File: src/rtl/uart_pkg.sv
// Shared UART definitions used by both the receiver and the transmitter.
//   rx_state_t        : receiver FSM state encoding
//   CLKS_PER_BIT_DEF  : default system clocks per serial bit
//   DATA_BITS_DEF     : default data bits per frame
//   half_bit()        : bit-timer value at which the start bit is sampled
package uart_pkg;

  localparam int CLKS_PER_BIT_DEF = 16;
  localparam int DATA_BITS_DEF    = 8;

  typedef enum logic [1:0] {
    IDLE  = 2'd0,
    START = 2'd1,
    DATA  = 2'd2,
    STOP  = 2'd3
  } rx_state_t;

  // The start bit is re-checked half a bit after the falling edge, so every
  // later sample lands near the centre of its bit cell.
  function automatic int half_bit(input int clks_per_bit);
    return clks_per_bit / 2 - 1;
  endfunction

endpackage

File: src/rtl/uart_receiver_if.sv
// Consumer-side bundle of the UART receiver.
//   read_ack      : consumer acknowledge, clears byte_valid
//   data_out      : last correctly framed byte
//   byte_valid    : data_out holds an unread byte
//   framing_error : one-cycle pulse on a low stop bit
//   overrun       : one-cycle pulse when a good byte is dropped
//   busy          : receiver is inside a frame
// Modports: master = receiver side, slave = consumer side.
interface uart_receiver_if import uart_pkg::*; #(
  parameter int DATA_BITS = DATA_BITS_DEF
) ();

  logic                 read_ack;
  logic [DATA_BITS-1:0] data_out;
  logic                 byte_valid;
  logic                 framing_error;
  logic                 overrun;
  logic                 busy;

  modport master (
    input  read_ack,
    output data_out,
    output byte_valid,
    output framing_error,
    output overrun,
    output busy
  );

  modport slave (
    output read_ack,
    input  data_out,
    input  byte_valid,
    input  framing_error,
    input  overrun,
    input  busy
  );

endinterface

File: src/rtl/uart_receiver_sync.sv
// Two-flop synchronizer for the asynchronous serial line.
//   clk      : system clock
//   rst      : asynchronous active-low reset (both flops reset to idle-high)
//   async_in : raw serial line
//   sync_out : line value safe to use in the clk domain
module uart_rx_sync (
  input  logic clk,
  input  logic rst,
  input  logic async_in,
  output logic sync_out
);

  logic meta;

  always_ff @(posedge clk or negedge rst) begin
    if (!rst) begin
      meta     <= 1'b1;
      sync_out <= 1'b1;
    end else begin
      meta     <= async_in;
      sync_out <= meta;
    end
  end

endmodule

File: src/rtl/uart_receiver.sv
// UART receiver: 8N1-style framing, LSB first, idle-high line.
//   clk       : system clock, all state updates on its rising edge
//   rst       : asynchronous active-low reset
//   serial_in : asynchronous serial line
//   bus       : consumer bundle (read_ack in; data_out, byte_valid,
//               framing_error, overrun, busy out)
// Parameters: CLKS_PER_BIT (even, >= 4), DATA_BITS.
module uart_receiver import uart_pkg::*; #(
  parameter int CLKS_PER_BIT = CLKS_PER_BIT_DEF,
  parameter int DATA_BITS    = DATA_BITS_DEF
) (
  input  logic            clk,
  input  logic            rst,
  input  logic            serial_in,
  uart_receiver_if.master bus
);

  localparam int TIMER_W = $clog2(CLKS_PER_BIT);
  localparam int IDX_W   = (DATA_BITS > 1) ? $clog2(DATA_BITS) : 1;

  localparam logic [TIMER_W-1:0] BIT_END   = TIMER_W'(CLKS_PER_BIT - 1);
  localparam logic [TIMER_W-1:0] MID_START = TIMER_W'(half_bit(CLKS_PER_BIT));
  localparam logic [IDX_W-1:0]   LAST_IDX  = IDX_W'(DATA_BITS - 1);

  logic                 rx_s;
  logic                 rx_prev;
  rx_state_t            state;
  logic [TIMER_W-1:0]   timer;
  logic [IDX_W-1:0]     idx;
  logic [DATA_BITS-1:0] shreg;

  uart_rx_sync u_sync (
    .clk      (clk),
    .rst      (rst),
    .async_in (serial_in),
    .sync_out (rx_s)
  );

  always_ff @(posedge clk or negedge rst) begin
    if (!rst) begin
      state             <= IDLE;
      rx_prev           <= 1'b1;
      timer             <= '0;
      idx               <= '0;
      shreg             <= '0;
      bus.data_out      <= '0;
      bus.byte_valid    <= 1'b0;
      bus.framing_error <= 1'b0;
      bus.overrun       <= 1'b0;
      bus.busy          <= 1'b0;
    end else begin
      // Edge detection needs the previous synchronized level; because it
      // requires a 1 -> 0 transition, a line held low after a break is
      // never mistaken for a new start bit.
      rx_prev           <= rx_s;
      bus.framing_error <= 1'b0;
      bus.overrun       <= 1'b0;

      // Acknowledge clears the flag; a byte completing in this same cycle
      // overrides it below because its assignment comes later.
      if (bus.read_ack) begin
        bus.byte_valid <= 1'b0;
      end

      case (state)
        IDLE: begin
          if (rx_prev && !rx_s) begin
            state    <= START;
            timer    <= '0;
            bus.busy <= 1'b1;
          end
        end

        START: begin
          if (timer == MID_START) begin
            if (!rx_s) begin
              state <= DATA;
              timer <= '0;
              idx   <= '0;
            end else begin
              // Line already back high: a glitch, not a start bit.
              state    <= IDLE;
              bus.busy <= 1'b0;
            end
          end else begin
            timer <= timer + 1'b1;
          end
        end

        DATA: begin
          if (timer == BIT_END) begin
            timer      <= '0;
            shreg[idx] <= rx_s;
            if (idx == LAST_IDX) begin
              state <= STOP;
            end else begin
              idx <= idx + 1'b1;
            end
          end else begin
            timer <= timer + 1'b1;
          end
        end

        STOP: begin
          if (timer == BIT_END) begin
            timer    <= '0;
            state    <= IDLE;
            bus.busy <= 1'b0;
            if (rx_s) begin
              if (bus.byte_valid && !bus.read_ack) begin
                // Unread byte still pending: keep it, drop the new one.
                bus.overrun <= 1'b1;
              end else begin
                bus.data_out   <= shreg;
                bus.byte_valid <= 1'b1;
              end
            end else begin
              bus.framing_error <= 1'b1;
            end
          end else begin
            timer <= timer + 1'b1;
          end
        end

        default: begin
          state    <= IDLE;
          bus.busy <= 1'b0;
        end
      endcase
    end
  end

endmodule

File: src/flat_wrapper.sv
// flat-port wrapper written by rule: the top's interface ports become plain ports
module uart_receiver_flat import uart_pkg::*;
#(
  parameter int CLKS_PER_BIT = CLKS_PER_BIT_DEF,
  parameter int DATA_BITS    = DATA_BITS_DEF
)
  (clk, rst, serial_in, bus_read_ack, bus_data_out, bus_byte_valid, bus_framing_error, bus_overrun, bus_busy);
  uart_receiver_if #(.DATA_BITS(DATA_BITS)) bus_i ();
  input  logic clk;
  input  logic rst;
  input  logic serial_in;
  input wire logic [$bits(bus_i.read_ack)-1:0] bus_read_ack;
  output wire logic [$bits(bus_i.data_out)-1:0] bus_data_out;
  output wire logic [$bits(bus_i.byte_valid)-1:0] bus_byte_valid;
  output wire logic [$bits(bus_i.framing_error)-1:0] bus_framing_error;
  output wire logic [$bits(bus_i.overrun)-1:0] bus_overrun;
  output wire logic [$bits(bus_i.busy)-1:0] bus_busy;
  assign bus_i.read_ack = bus_read_ack;
  assign bus_data_out = bus_i.data_out;
  assign bus_byte_valid = bus_i.byte_valid;
  assign bus_framing_error = bus_i.framing_error;
  assign bus_overrun = bus_i.overrun;
  assign bus_busy = bus_i.busy;
  uart_receiver #(.CLKS_PER_BIT(CLKS_PER_BIT), .DATA_BITS(DATA_BITS)) u_core (.clk(clk), .rst(rst), .serial_in(serial_in), .bus(bus_i));
endmodule
File: config.mk
export PLATFORM = sky130hd
export DESIGN_NAME = uart_receiver_flat
export DESIGN_NICKNAME = d
export VERILOG_FILES = /design/src/rtl/uart_pkg.sv /design/src/rtl/uart_receiver_if.sv /design/src/rtl/uart_receiver_sync.sv /design/src/rtl/uart_receiver.sv /design/src/flat_wrapper.sv
export SDC_FILE = /design/constraint.sdc
export NUM_CORES = 1
export LEC_CHECK = 0
export CAP_MARGIN = 40
export CORE_UTILIZATION = 59
export DETAILED_ROUTE_END_ITERATION = 7
export PLACE_DENSITY_LB_ADDON = 0.08
export RECOVER_POWER = 25
export SLEW_MARGIN = 20
export SYNTH_ARGS = -nofsm -noshare
export SYNTH_HDL_FRONTEND = slang
export SYNTH_SLANG_ARGS = --single-unit
File: constraint.sdc
create_clock -name clk -period 3.5 [get_ports clk]
set_clock_uncertainty 0.1 [all_clocks]
set_input_delay 0.7 -clock clk [delete_from_list [all_inputs] [get_ports clk]]
set_output_delay 0.7 -clock clk [all_outputs]
set_load 0.005 [all_outputs]
==> flow_metrics.env <==
export IMPL_status="finished with violations"
export IMPL_violations="capacitance limit, slew limit"
export IMPL_timing_setup_tns_ns=0
export IMPL_synth_cells=123
export IMPL_reg2reg_to="u_core.bus.data_out[6]"
export IMPL_clock_sinks=32
export IMPL_synth_warnings=0
export IMPL_worstSetupPathType="input pin to async pin"
export IMPL_highest_layer="met4"
export IMPL_cp_num_buf_inv=2
export IMPL_worstPathArrival_ns=2.42
export IMPL_ys_async_sr_fraction_pct=100
export IMPL_post_dp_cell_area_sq_mm=0.00169
export IMPL_cts_resized=0
export IMPL_reg2reg_from="u_core.timer[0]"
export IMPL_crit_chain="dlygate4sd3_1 -> clkbuf_1"
export IMPL_max_stage_delay_ns=1.20
export IMPL_min_period_ns=2.39
export IMPL_dr_pass1_iters=4
export IMPL_syn_area_sq_mm=0.00153
export IMPL_viasPerCell=6.05
export IMPL_whs_ns=0.279
export IMPL_die_area_sq_mm=0.00280
export IMPL_powerDensity_mw_per_mm2=566
export IMPL_cp_num_cells=2
export IMPL_grt_pass1_wl_mm=4.47
export IMPL_cts_root_buf="clkbuf_4"
export IMPL_pin_count=16
export IMPL_antenna_found_initial=0
export IMPL_path_clk_slew_ns=0.08
export IMPL_synth_cell_types=41
export IMPL_vdd_drop_max_uv=581
export IMPL_num_rows=18
export IMPL_ys_flop_type="dfrtp_1"
export IMPL_initial_core_util_pct=62.3
export IMPL_hold_viol_final=0
export IMPL_remaining_drc_errors=0
export IMPL_die_y_microns=52.9
export IMPL_slew_headroom_pct=-10.4
export IMPL_max_freq_mhz=418
export IMPL_htree_levels=2
export IMPL_tritoncts="done"
export IMPL_core_sq_mm=0.00245
export IMPL_numCtsBuffers=5
export IMPL_ant_nets=0
export IMPL_wl_met1_mm=1.21
export IMPL_holdBufCountCts=0
export IMPL_grt_ovfl_total=0
export IMPL_hpwl_mm=1.87
export IMPL_vias=1029
export IMPL_critPathLaunchType="input pin"
export IMPL_maxCapViolCount=1
export IMPL_preCtsSetupSlack_ns=1.08
export IMPL_reg2regPathDepth=4
export IMPL_die_w_microns=52.9
export IMPL_grt_pass1_vias=1064
export IMPL_dp_cells=163
export IMPL_final_cells=170
export IMPL_setup_viol=0
export IMPL_antennaDiodeCount=0
export IMPL_crit_fanout=32
export IMPL_synth_edf_count=0
export IMPL_setup_slack_ns=1.11
export IMPL_syn_avg_cell_area_sq_um=12.4
export IMPL_clockBufferDepth=2
export IMPL_finalWeightedCongestion=0.788
export IMPL_grt_max_degree=33
export IMPL_cp_slowest_cell="clkbuf_1"
export IMPL_period_share_pct=68.4
export IMPL_critPathLaunch="rst"
export IMPL_area_delta_synth_final_pct=13.3
export IMPL_drive_gt1_share_pct=25.0
export IMPL_finalNetCount=147
export IMPL_critPathCapture="u_core.shreg[7]"
export IMPL_drv_slew=33
export IMPL_synth_top_area_cell="dfrtp_1"
export IMPL_grt_use_total_pct=23.2
export IMPL_worst_setup_path_end_kind="async pin"
export IMPL_io_buffers=15
export IMPL_final_util_pct=70.5
export IMPL_drt_initial_drc_count=42
export IMPL_ys_ff_latch=32
export IMPL_post_cts_setup_buffers=0
export IMPL_ys_seq_area_share_pct=52.6
export IMPL_met2WireLength_mm=1.36
export IMPL_p_leak_nw=0.768
export IMPL_avgRoutedWirePerCell_microns=16.2
export IMPL_hold_class="flop to flop"
export IMPL_crit_family="buffers and inverters"
export IMPL_cp_required_ns=3.53
export IMPL_p_total_mw=0.981
export IMPL_yosysTopAreaCellShare_pct=47.5
export IMPL_syn_nets=130
export IMPL_synthTopCellsByArea="dfrtp_1 47%, mux2_2 13%, dfstp_2 5.2%"
export IMPL_r2r_slack_ns=1.37
export IMPL_final_area_sq_mm=0.00173
export IMPL_routed_wirelength_mm=2.76
export IMPL_tightest_slew_ns=1.66
export IMPL_grt_setup_unrepaired="no"
export IMPL_clock_latency_ns=0.32
export IMPL_dr_wl_met3_microns=119
==> cell usage after synthesis (2+ instances only) <==
library cell and count:
nand2b_1 4, buf_4 2, nor2b_1 4, nor3_1 3, buf_2 4, nand3_1 3, dfrtp_1 29, mux2_2 18
nor4_1 2, nand3b_1 3, nand2_1 3, and3_1 2, a21oi_1 3, nand4b_1 2, ha_1 3, nor2_1 8
a22o_1 2, o22ai_1 2, dfstp_2 3, inv_1 2
==> registers in the layout, indices dropped and copies added, names as in the netlist, named ones only <==
| register | count |
|---|---|
| u_core.u_sync.meta | 1 |
| u_core.rx_prev | 1 |
| u_core.timer | 4 |
| u_core.bus.busy | 1 |
| u_core.state | 1 |
| u_core.idx | 3 |
| u_core.bus.framing_error | 1 |
| u_core.u_sync.sync_out | 1 |
| u_core.bus.byte_valid | 1 |
| u_core.bus.data_out | 8 |
| u_core.bus.overrun | 1 |
| u_core.shreg | 8 |
==> metal layers <==
| metal | GRT usage [%] | up-vias |
|---|---|---|
| met2 | 39.5 | 26 |
| li1 | - | 485 |
| met1 | 26.1 | 511 |
| met3 | 6.32 | 7 |
| met4 | 12.7 | 0 |
| met5 | 0 | - |
==> how the worst min path moves through the flow <==
stage / endpoint / depth (start not counted) / from
after floorplan: u_core.u_sync.sync_out / 0 / u_core.u_sync.meta
after global placement: u_core.u_sync.sync_out / 0 / u_core.u_sync.meta
after detailed placement: u_core.u_sync.sync_out / 0 / u_core.u_sync.meta
after CTS: u_core.u_sync.sync_out / 0 / u_core.u_sync.meta
after global routing: u_core.u_sync.sync_out / 0 / u_core.u_sync.meta
final: u_core.u_sync.sync_out / 0 / u_core.u_sync.meta
==> cell type report <==
| class | count | area (sq um) |
|---|---|---|
| clock inverter | 1 | 5.00 |
| sequential | 32 | 805 |
| multi-input combinational | 83 | 682 |
| inverter | 2 | 7.51 |
| timing repair buffer | 16 | 154 |
| fill | 190 | 723 |
| tap | 30 | 37.5 |
| clock buffer | 6 | 41.3 |
==> layout by cell type (no fill, tap or decap), types with 3 or more instances in the layout <==
| master | instances |
|---|---|
| nand2_1 | 3 |
| nand2b_1 | 4 |
| ha_1 | 3 |
| nor3_1 | 3 |
| clkdlybuf4s50_1 | 13 |
| nand3b_1 | 3 |
| clkbuf_4 | 5 |
| nor2b_1 | 4 |
| nand3_1 | 3 |
| mux2_2 | 18 |
| dfrtp_1 | 29 |
| nor2_1 | 8 |
| a21oi_1 | 3 |
==> where the power goes <==
| part | total (mW) | switching (mW) | leakage [nW] | internal [mW] |
|---|---|---|---|---|
| Combinational | 0.270 | 0.122 | 0.322 | 0.148 |
| Sequential | 0.525 | 0.105 | 0.417 | 0.420 |
| Clock | 0.186 | 0.112 | 0.0281 | 0.0739 |
| Total | 0.981 | 0.339 | 0.768 | 0.642 |
==> kinds of logic (layout without fill, tap and decap cells) <==
| kind of cell | after synthesis | after routing | synth area share (%) |
|---|---|---|---|
| DFF | 32 | 32 | 52.6 |
| buffers and inverters | 8 | 25 | 2.78 |
| and+or+nand+nor | 43 | 43 | 18.0 |
| adders and majority gates | 3 | 3 | 2.46 |
| muxes | 19 | 19 | 13.9 |
| xor gates and xnor gates | 1 | 1 | 0.573 |
| AOI/OAI and AO/OA | 17 | 17 | 9.66 |
Note: power is estimated with default switching activity, not from simulation.
